`config.mk`:
```
export PLATFORM = sky130hd
export DESIGN_NAME = led_display_ctrl
export DESIGN_NICKNAME = d
export VERILOG_FILES = /design/src/rtl/led_display_ctrl.sv
export SDC_FILE = /design/constraint.sdc
export NUM_CORES = 1
export LEC_CHECK = 0
export ABC_AREA = 0
export CORE_MARGIN = 5
export CORE_UTILIZATION = 35
export CTS_CLUSTER_SIZE = 28
export DETAILED_ROUTE_END_ITERATION = 12
export SLEW_MARGIN = 10
export SYNTH_ARGS = -nofsm -noshare
export SYNTH_HDL_FRONTEND = slang
export SYNTH_SLANG_ARGS = --single-unit
```
`constraint.sdc`:
```
create_clock -name clk -period 7.7 [get_ports clk]
set_input_delay 1.54 -clock clk [delete_from_list [all_inputs] [get_ports clk]]
set_output_delay 1.54 -clock clk [all_outputs]
set_load 0.005 [all_outputs]
```
`src/rtl/led_display_ctrl.sv`:
```
// led_display_ctrl
// Snapshots one of four CPU-side values and shows it on an 8-digit
// multiplexed, active-low common-anode seven-segment display. Hex values are
// loaded in one step; decimal values go through a 32-step double-dabble
// engine. The display buffer only changes once a complete result is ready.
module led_display_ctrl #(
    parameter int unsigned SCAN_DIV    = 100000,  // cycles each digit is lit, >= 2
    parameter int unsigned REFRESH_DIV = 5000000  // cycles between periodic snapshots, >= 64
) (
    input  logic        clk,
    input  logic        rst,
    input  logic [31:0] led_data_in,
    input  logic [31:0] total_cycles,
    input  logic [31:0] condi_branch_num,
    input  logic [31:0] uncondi_branch_num,
    input  logic [1:0]  disp_sel,
    input  logic        dec_mode,
    input  logic        freeze,
    output logic [7:0]  an,
    output logic [6:0]  seg,
    output logic        dp,
    output logic        busy
);

    localparam int SCAN_W = $clog2(SCAN_DIV);
    localparam int REF_W  = $clog2(REFRESH_DIV);
    localparam logic [SCAN_W-1:0] SCAN_LAST = SCAN_W'(SCAN_DIV - 1);
    localparam logic [REF_W-1:0]  REF_LAST  = REF_W'(REFRESH_DIV - 1);

    // Buffer digit code: 0..15 is a hex/BCD digit, BLANK switches all segments off.
    typedef logic [4:0] code_t;
    localparam code_t BLANK = 5'h10;

    // The chosen branch out of IDLE also records the latched display mode.
    typedef enum logic [1:0] {IDLE, HEXLD, SHIFT, DONE} state_t;

    // Scan state and registered display drive.
    logic [SCAN_W-1:0] scan_cnt_q, scan_cnt_d;
    logic [2:0]        dig_idx_q, dig_idx_d;
    logic [7:0]        an_q;
    logic [6:0]        seg_q;
    logic              dp_q;

    // Request generation.
    logic [REF_W-1:0]  refresh_cnt_q, refresh_cnt_d;
    logic [1:0]        sel_prev_q;
    logic              mode_prev_q;
    logic              pend_q, pend_d;
    logic              refresh_wrap;
    logic              new_req;
    logic              accept;
    logic [31:0]       src;

    // Conversion engine and display buffer.
    state_t            state_q, state_d;
    logic [31:0]       snap_q, snap_d;
    logic [39:0]       bcd_q, bcd_d;
    logic [39:0]       bcd_adj;
    logic [4:0]        iter_q, iter_d;
    logic              busy_q, busy_d;
    logic [7:0][4:0]   buf_code_q, buf_code_d;
    logic [7:0]        buf_dp_q, buf_dp_d;  // 1 = decimal point lit
    logic [9:0]        nz;                  // BCD digit j is nonzero

    function automatic logic [6:0] seg_of(input code_t c);
        case (c)
            5'h00: seg_of = 7'h40;
            5'h01: seg_of = 7'h79;
            5'h02: seg_of = 7'h24;
            5'h03: seg_of = 7'h30;
            5'h04: seg_of = 7'h19;
            5'h05: seg_of = 7'h12;
            5'h06: seg_of = 7'h02;
            5'h07: seg_of = 7'h78;
            5'h08: seg_of = 7'h00;
            5'h09: seg_of = 7'h10;
            5'h0A: seg_of = 7'h08;
            5'h0B: seg_of = 7'h03;
            5'h0C: seg_of = 7'h46;
            5'h0D: seg_of = 7'h21;
            5'h0E: seg_of = 7'h06;
            5'h0F: seg_of = 7'h0E;
            default: seg_of = 7'h7F;
        endcase
    endfunction

    // Digit scan timing: hold each digit SCAN_DIV cycles, then step 0..7 and wrap.
    always_comb begin
        // NOTE: every signal written here gets a default first, so no path can infer a latch.
        scan_cnt_d = scan_cnt_q + SCAN_W'(1);
        dig_idx_d  = dig_idx_q;
        if (scan_cnt_q == SCAN_LAST) begin
            scan_cnt_d = '0;
            dig_idx_d  = dig_idx_q + 3'd1;
        end
    end

    // Scan counters and the registered an/seg/dp drive, one cycle behind index/buffer.
    always_ff @(posedge clk) begin
        // NOTE: flops use non-blocking assignments so every read in this block sees pre-edge values.
        if (rst) begin
            scan_cnt_q <= '0;
            dig_idx_q  <= '0;
            an_q       <= 8'hFF;
            seg_q      <= 7'h7F;
            dp_q       <= 1'b1;
        end else begin
            scan_cnt_q <= scan_cnt_d;
            dig_idx_q  <= dig_idx_d;
            an_q       <= ~(8'b1 << dig_idx_q);
            seg_q      <= seg_of(buf_code_q[dig_idx_q]);
            dp_q       <= ~buf_dp_q[dig_idx_q];
        end
    end

    // Request sources, pending-flag collapse and source selection.
    always_comb begin
        refresh_wrap  = (refresh_cnt_q == REF_LAST);
        refresh_cnt_d = refresh_wrap ? '0 : refresh_cnt_q + REF_W'(1);
        new_req       = (refresh_wrap | (disp_sel != sel_prev_q) | (dec_mode != mode_prev_q))
                        & ~freeze;
        // A request arriving in the accepting cycle merges with the one being served.
        accept        = (state_q == IDLE) & (pend_q | new_req);
        pend_d        = ~accept & (pend_q | new_req);
        unique case (disp_sel)
            2'd0: src = led_data_in;
            2'd1: src = total_cycles;
            2'd2: src = condi_branch_num;
            2'd3: src = uncondi_branch_num;
        endcase
    end

    // Double-dabble adjust step and per-digit nonzero flags for blanking.
    always_comb begin
        bcd_adj = bcd_q;
        nz      = '0;
        for (int i = 0; i < 10; i++) begin
            if (bcd_q[4*i +: 4] >= 4'd5) begin
                bcd_adj[4*i +: 4] = bcd_q[4*i +: 4] + 4'd3;
            end
            nz[i] = (bcd_q[4*i +: 4] != 4'd0);
        end
    end

    // Conversion FSM next-state: snapshot, hex load or 32 shift steps, then one buffer write.
    always_comb begin
        state_d    = state_q;
        snap_d     = snap_q;
        bcd_d      = bcd_q;
        iter_d     = iter_q;
        busy_d     = busy_q;
        buf_code_d = buf_code_q;
        buf_dp_d   = buf_dp_q;
        unique case (state_q)
            IDLE: begin
                if (accept) begin
                    snap_d  = src;
                    bcd_d   = '0;
                    iter_d  = '0;
                    busy_d  = 1'b1;
                    state_d = dec_mode ? SHIFT : HEXLD;
                end
            end
            HEXLD: begin
                for (int i = 0; i < 8; i++) begin
                    buf_code_d[i] = {1'b0, snap_q[4*i +: 4]};
                end
                buf_dp_d = '0;
                busy_d   = 1'b0;
                state_d  = IDLE;
            end
            SHIFT: begin
                bcd_d  = (bcd_adj << 1) | 40'(snap_q[31]);
                snap_d = snap_q << 1;
                iter_d = iter_q + 5'd1;
                if (iter_q == 5'd31) begin
                    state_d = DONE;
                end
            end
            DONE: begin
                // A digit is shown if it or any more significant BCD digit is nonzero;
                // a value of 10^8 or more therefore shows all eight digits.
                for (int i = 0; i < 8; i++) begin
                    if (i == 0 || (nz >> i) != 10'd0) begin
                        buf_code_d[i] = {1'b0, bcd_q[4*i +: 4]};
                    end else begin
                        buf_code_d[i] = BLANK;
                    end
                end
                buf_dp_d = {(nz[8] | nz[9]), 7'b0};
                busy_d   = 1'b0;
                state_d  = IDLE;
            end
        endcase
    end

    // Conversion FSM, display buffer and request registers.
    always_ff @(posedge clk) begin
        if (rst) begin
            state_q       <= IDLE;
            snap_q        <= '0;
            bcd_q         <= '0;
            iter_q        <= '0;
            busy_q        <= 1'b0;
            pend_q        <= 1'b1;
            refresh_cnt_q <= '0;
            // NOTE: the buffer is only eight small registers and must read blank after reset, so it is reset like any flop.
            buf_code_q    <= {8{BLANK}};
            buf_dp_q      <= '0;
        end else begin
            state_q       <= state_d;
            snap_q        <= snap_d;
            bcd_q         <= bcd_d;
            iter_q        <= iter_d;
            busy_q        <= busy_d;
            pend_q        <= pend_d;
            refresh_cnt_q <= refresh_cnt_d;
            buf_code_q    <= buf_code_d;
            buf_dp_q      <= buf_dp_d;
        end
        // Previous-cycle copies for change detection track the inputs even during reset.
        sel_prev_q  <= disp_sel;
        mode_prev_q <= dec_mode;
    end

    assign an   = an_q;
    assign seg  = seg_q;
    assign dp   = dp_q;
    assign busy = busy_q;

endmodule

```
After elaboration in Yosys (flattened, before gate mapping)

Memories as Yosys holds them, arrays and structs flattened. A register that Yosys moved wholly into a read port is not among the register bits.
Cells that the tools add are included.

$add $sub $neg: 14
Order comparisons: 11
Equality and inequality tests: 13
Shifts and indexed selects: 1
Muxes and demuxes: 36
Bitwise gates (word level): 12
Reductions and logical operators: 28

Operator list:

| cell                    | count |
|---|---|
| $pmux W40 S2            | 2 |
| $pmux W32 S4            | 1 |
| $reduce_bool A10 Y1     | 7 |
| $pmux W32 S2            | 1 |
| $mux W5                 | 9 |
| $ge A4 B3 Y1 const B    | 10 |
| $mux W40                | 1 |
| $or A40 B1 Y40          | 1 |
| $add A4 B2 Y4 const B   | 9 |
| $mux W4                 | 9 |
| $reduce_bool A4 Y1      | 9 |
| $mux W32                | 1 |
| $add A23 B1 Y23 const B | 1 |
| $eq A23 B23 Y1 const B  | 1 |
| $add A17 B1 Y17 const B | 1 |
| $eq A17 B17 Y1 const B  | 1 |
| $pmux W8 S2             | 1 |
| $bmux W5 S3             | 1 |
| $pmux W5 S2             | 1 |
| $eq A2 B2 Y1 const B    | 4 |
| $not A8 Y8              | 1 |
| $reduce_or A2 Y1        | 4 |
| $shl A1 B3 Y8 const A   | 1 |
| $mux W2                 | 3 |
| other kinds (20)        | 35 |

Bits in registers: 184
Bits in read-only memories: 112
Input port bits: 134
Output and inout port bits: 17
Word-level logic and storage cells: 138
Memories kept: 1

Memories:

| name             | words | width | read ports | clocked after memory_dff | write ports | line | RTL |
|---|---|---|---|---|---|---|---|
| (name not given) | 16    | 7     | 1          | 1                        | 0           | 66   | `case (c)` |

Depth between registers and ports, before layout

Depth after elaboration: 8
Depth in mapped cells: 9
Depth with buffers taken out: 8

Least setup slack after synthesis

OpenSTA, ideal clock, no wires.

Path kind: input to register
From: in disp_sel[0]
To: reg snap_q[10]
Library setup time: 0.086 ns
Arrival time: 3.216 ns
Setup slack: 4.399 ns
Cell stages on the path: 7
Path through: clkbuf_1 xnor2_1 nand3_1 a2111oi_2 nor2_1 clkbuf_1 a211oi_1

Cells in the longest elaborated chain, start to end: 8
Elaborated cells on any way between the ends: 15
Those cells by class: eq/ne (5); mux (3); bitwise (5); reduce/logical (2)

Ends and longest elaborated chain:

| what                               | line | RTL |
|---|---|---|
| from (decl)                        | 16   | `input logic [1:0] disp_sel,` |
| $ne A2 B2 Y1                       | 120  | `new_req = (refresh_wrap \| (disp_sel != sel_prev_q) \| (dec_mode != mode_prev_q))` |
| $or A1 B1 Y1 (2 in a row)          | 120  |  |
| $and A1 B1 Y1                      | 121  | `& ~freeze;` |
| $or A1 B1 Y1                       | 123  | `accept = (state_q == IDLE) & (pend_q \| new_req);` |
| $and A1 B1 Y1                      | 123  |  |
| $ne A2 B2 Y1 (no source line)      | -    |  |
| $reduce_and A2 Y1 (no source line) | -    |  |
| to (signal assigned)               | 212  | `snap_q <= snap_d;` |
| to (decl)                          | 56   | `logic [31:0] snap_q, snap_d;` |

Several ways; a longest one is shown, not always the timed one. The select of a mux whose other input is x is not followed.
A chain may end at the register's enable or synchronous reset.

Final worst setup path

From: in disp_sel[1]
To: reg bcd_q[7]

Cells in the longest elaborated chain, start to end: 8

Ends and longest elaborated chain:

| what                               | line | RTL |
|---|---|---|
| $ne A2 B2 Y1                       | 120  |  |
| $or A1 B1 Y1 (2 in a row)          | 120  |  |
| $and A1 B1 Y1                      | 121  |  |
| $or A1 B1 Y1                       | 123  |  |
| $and A1 B1 Y1                      | 123  |  |
| $ne A2 B2 Y1 (no source line)      | -    |  |
| $reduce_and A2 Y1 (no source line) | -    |  |
| to (signal assigned)               | 202  | `bcd_q <= '0;` |
| to (signal assigned)               | 213  | `bcd_q <= bcd_d;` |
| to (decl)                          | 57   | `logic [39:0] bcd_q, bcd_d;` |

Every way passes these cells.

==> impl_metrics.csv <==
group,metric,value,unit
die,die_h,177,um
synth,ys_top_cells_by_count,"dfxtp_1, nor2_1, a21oi_1, nand2_1",
power,worst_ir_drop_vdd,0.162,mV
synth,synth-async-reset-ratio,0,%
place,pre_cts_slack,3490,ps
detailed_routing,detail-route-antenna-nets,0,
synth,synth_most_common_cell,"dfxtp_1",
detailed_routing,drt_iter0_drc,506,
power,powerDensity,186,nW/um^2
detailed_routing,wl_met2,12.4,mm
clocking,htree_levels,4,
sta,finalHoldViolations,0,
power,leakage,4.45,nW
synth,syn_area_per_cell,9.36,sq um
synth,synth_seq_area_share,37.7,%
die,die-area,31400,sq um
clocking,ctsResizeCount,0,
synth,yosysWarnings,0,
place,gp_congestion,0.780,
worst_setup_path,cp-start-kind,"primary input",
detailed_routing,via_per_inst,5.18,
cells_and_area,register_area,3690,sq um
sta,fin_crit_sh,48.7,%
clocking,cts_hold_buf,0,
die,io-pin-count,151,
grt,grt_pass1_vias,7740,
synth,syn_area,9780,sq um
sta,setup_viol,0,
synth,netlist_instances,1045,
synth,synth.distinct_cells,59,
detailed_routing,maxUsedRoutingLayer,"met4",
cells_and_area,final_area,12200,sq um
grt,grt_max_degree,70,
die,num_rows,61,
outcome,status,"finished, final reports clean",
clocking,cts_tree,"done",
sta,finalMaxSlewViolations,0,
clocking,clkLatencyLatePin,450,ps
cells_and_area,multi_input_area,5730,sq um
synth,synthesis.nets,1224,
synth,synth_area_leaders,"dfxtp_1, mux4_2, ha_1",
sta,relSlewSlack,23.4,%
clocking,path_clk_slew,70,ps
grt,grt_overflow,0,
die,die_w,177,um
sta,period_needed,3750,ps
synth,synth-edff-count,0,
grt,antenna_found_initial,0,
worst_setup_path,crit_required,8060,ps
synth,synth_seq_cells,184,
grt,grt_pass1_wl,39.8,mm
die,initial_core_util,35.3,%
sta,rsz0062_at_grt,"no",
place,placed_cell_area,11600,sq um
clocking,cts_buffers,17,
worst_setup_path,cp_data_arrival_time,4110,ps
detailed_routing,drt_pass1_iterations,5,
synth,synth_top_area_cell,"dfxtp_1",
cells_and_area,nFillCells,2671,
detailed_routing,wl_met3,1.15,mm
grt,globalRouteTotalUtil,15.8,%
worst_setup_path,endpoint_kind,"flop",
power,p_total,2.26,mW
cells_and_area,diodes,0,
synth,synth.top_cell.area_share,37.7,%
cells_and_area,area_delta_synth_final,24.3,%
detailed_routing,drt-total-wl,24.8,mm
synth,ys.flop_type,"dfxtp_1",
place,port_buffers,150,
min_path,min_path_type,"reg -> reg",
job,max-cap-violations,0,
sta,tns,0,ps
sta,skew,17.6,ps
sta,finalWorstSetupSlack,3950,ps
detailed_routing,wl_per_cell,16.1,um
cells_and_area,fin_nets,1334,
detailed_routing,vias,8002,
cells_and_area,drive_gt1_share,9.33,%
worst_setup_path,critPathKind,"in -> reg",
sta,timing.hold.ws,415,ps
clocking,cts_buffer_depth,2,
sta,fmax,0.267,GHz
clocking,cts_root_buffer,"clkbuf_16",
sta,max_slew.worst_pin.slew,1150,ps
place,dpl.hpwl,17.6,mm
detailed_routing,drt-met1-wl,10.9,mm
detailed_routing,drc,0,
die,coreArea,27700,sq um
clocking,clock_sinks,184,
clocking,cts_setup_buffers,0,
worst_setup_path,crit_path_max_fanout,34,
## flip-flops by register name (all words and copies together) (netlist names)
name           flops
an                 8
bcd_q             40
buf_code_q        40
buf_dp_q           1
busy               1
dig_idx_q          3
dp                 1
iter_q             5
mode_prev_q        1
pend_q             1
refresh_cnt_q     23
scan_cnt_q        17
seg                7
sel_prev_q         2
snap_q            32
state_q            2
## path summary, 6_finish.rpt
check | from | to | slack (ps) | cells after the start
worst max-delay path | disp_sel[1] | bcd_q[7] | 3950 | 7
worst max register to register | refresh_cnt_q[0] | iter_q[3] | 4620 | 7
worst min register to register | buf_dp_q[7] | dp | 410 | 1
worst min-delay path | buf_dp_q[7] | dp | 410 | 1
## where the power goes
group	total, mW	leakage [nW]	internal [mW]	switching, mW
combinational	0.353	2.67	0.178	0.175
sequential	1.05	1.50	1.01	0.0414
clock	0.860	0.283	0.434	0.426
## stage by stage
stage | utilization, % | std cells
final | 43.9 | 1546
after global routing | 43.9 | 1546
after CTS | 43.9 | 1546
after detailed placement | 41.8 | 1514
after global placement | 41.8 | 1514
after floorplan | - | 1045
## cell usage in the layout (no fill, tap or decap), drive strengths merged, types with 7 or more instances in the layout
cell type,synthesis,final
a211oi,55,55
a21o,9,9
a21oi,89,89
a311oi,9,9
and2,8,8
and3,9,9
buf,13,13
clkbuf,56,18
clkdlybuf4s50,0,147
clkinv,1,9
dfxtp,184,184
ha,45,45
inv,30,35
mux2i,56,56
mux4,42,42
nand2,78,78
nand2b,20,20
nand3,27,27
nand4,9,9
nor2,99,99
nor3b,9,9
nor4,7,7
o211ai,15,15
o21ai,56,56
o2bb2ai,9,9
xnor2,27,27
xor2,25,25
## worst max-delay path, cell delays in order
cell and delay, ps:
buf_2 630, xnor2_1 190, nand3_1 170, a2111o_1 420
buf_4 260, a21oi_1 700, o2bb2ai_1 180
## final cells by class
type                       count  share of cell area [%]
sequential                   184                    30.3
timing repair buffer         160                    12.9
inverter                      31                   0.957
clock inverter                14                    1.30
tap                          378                    3.89
clock buffer                  18                    3.53
multi-input combinational    761                    47.1
## metal layers
layer  vias to the layer above  global-route usage [%]
met1                      3786                    20.1
met4                         0                    5.06
met5                         -                       0
met2                       166                    27.1
met3                        23                    2.97
li1                       4027                       -
## logic make-up after synthesis
kind of cell             share of synthesized area [%]
AO/OA/AOI/OAI                                     17.5
buffers and inverters                             4.07
flip-flops                                        37.7
XOR/XNOR                                          4.66
AND/OR/NAND/NOR                                   14.7
multiplexers                                      15.6
adder cells (fa/ha/maj)                           5.76
Power figures use the tool's default switching activity.
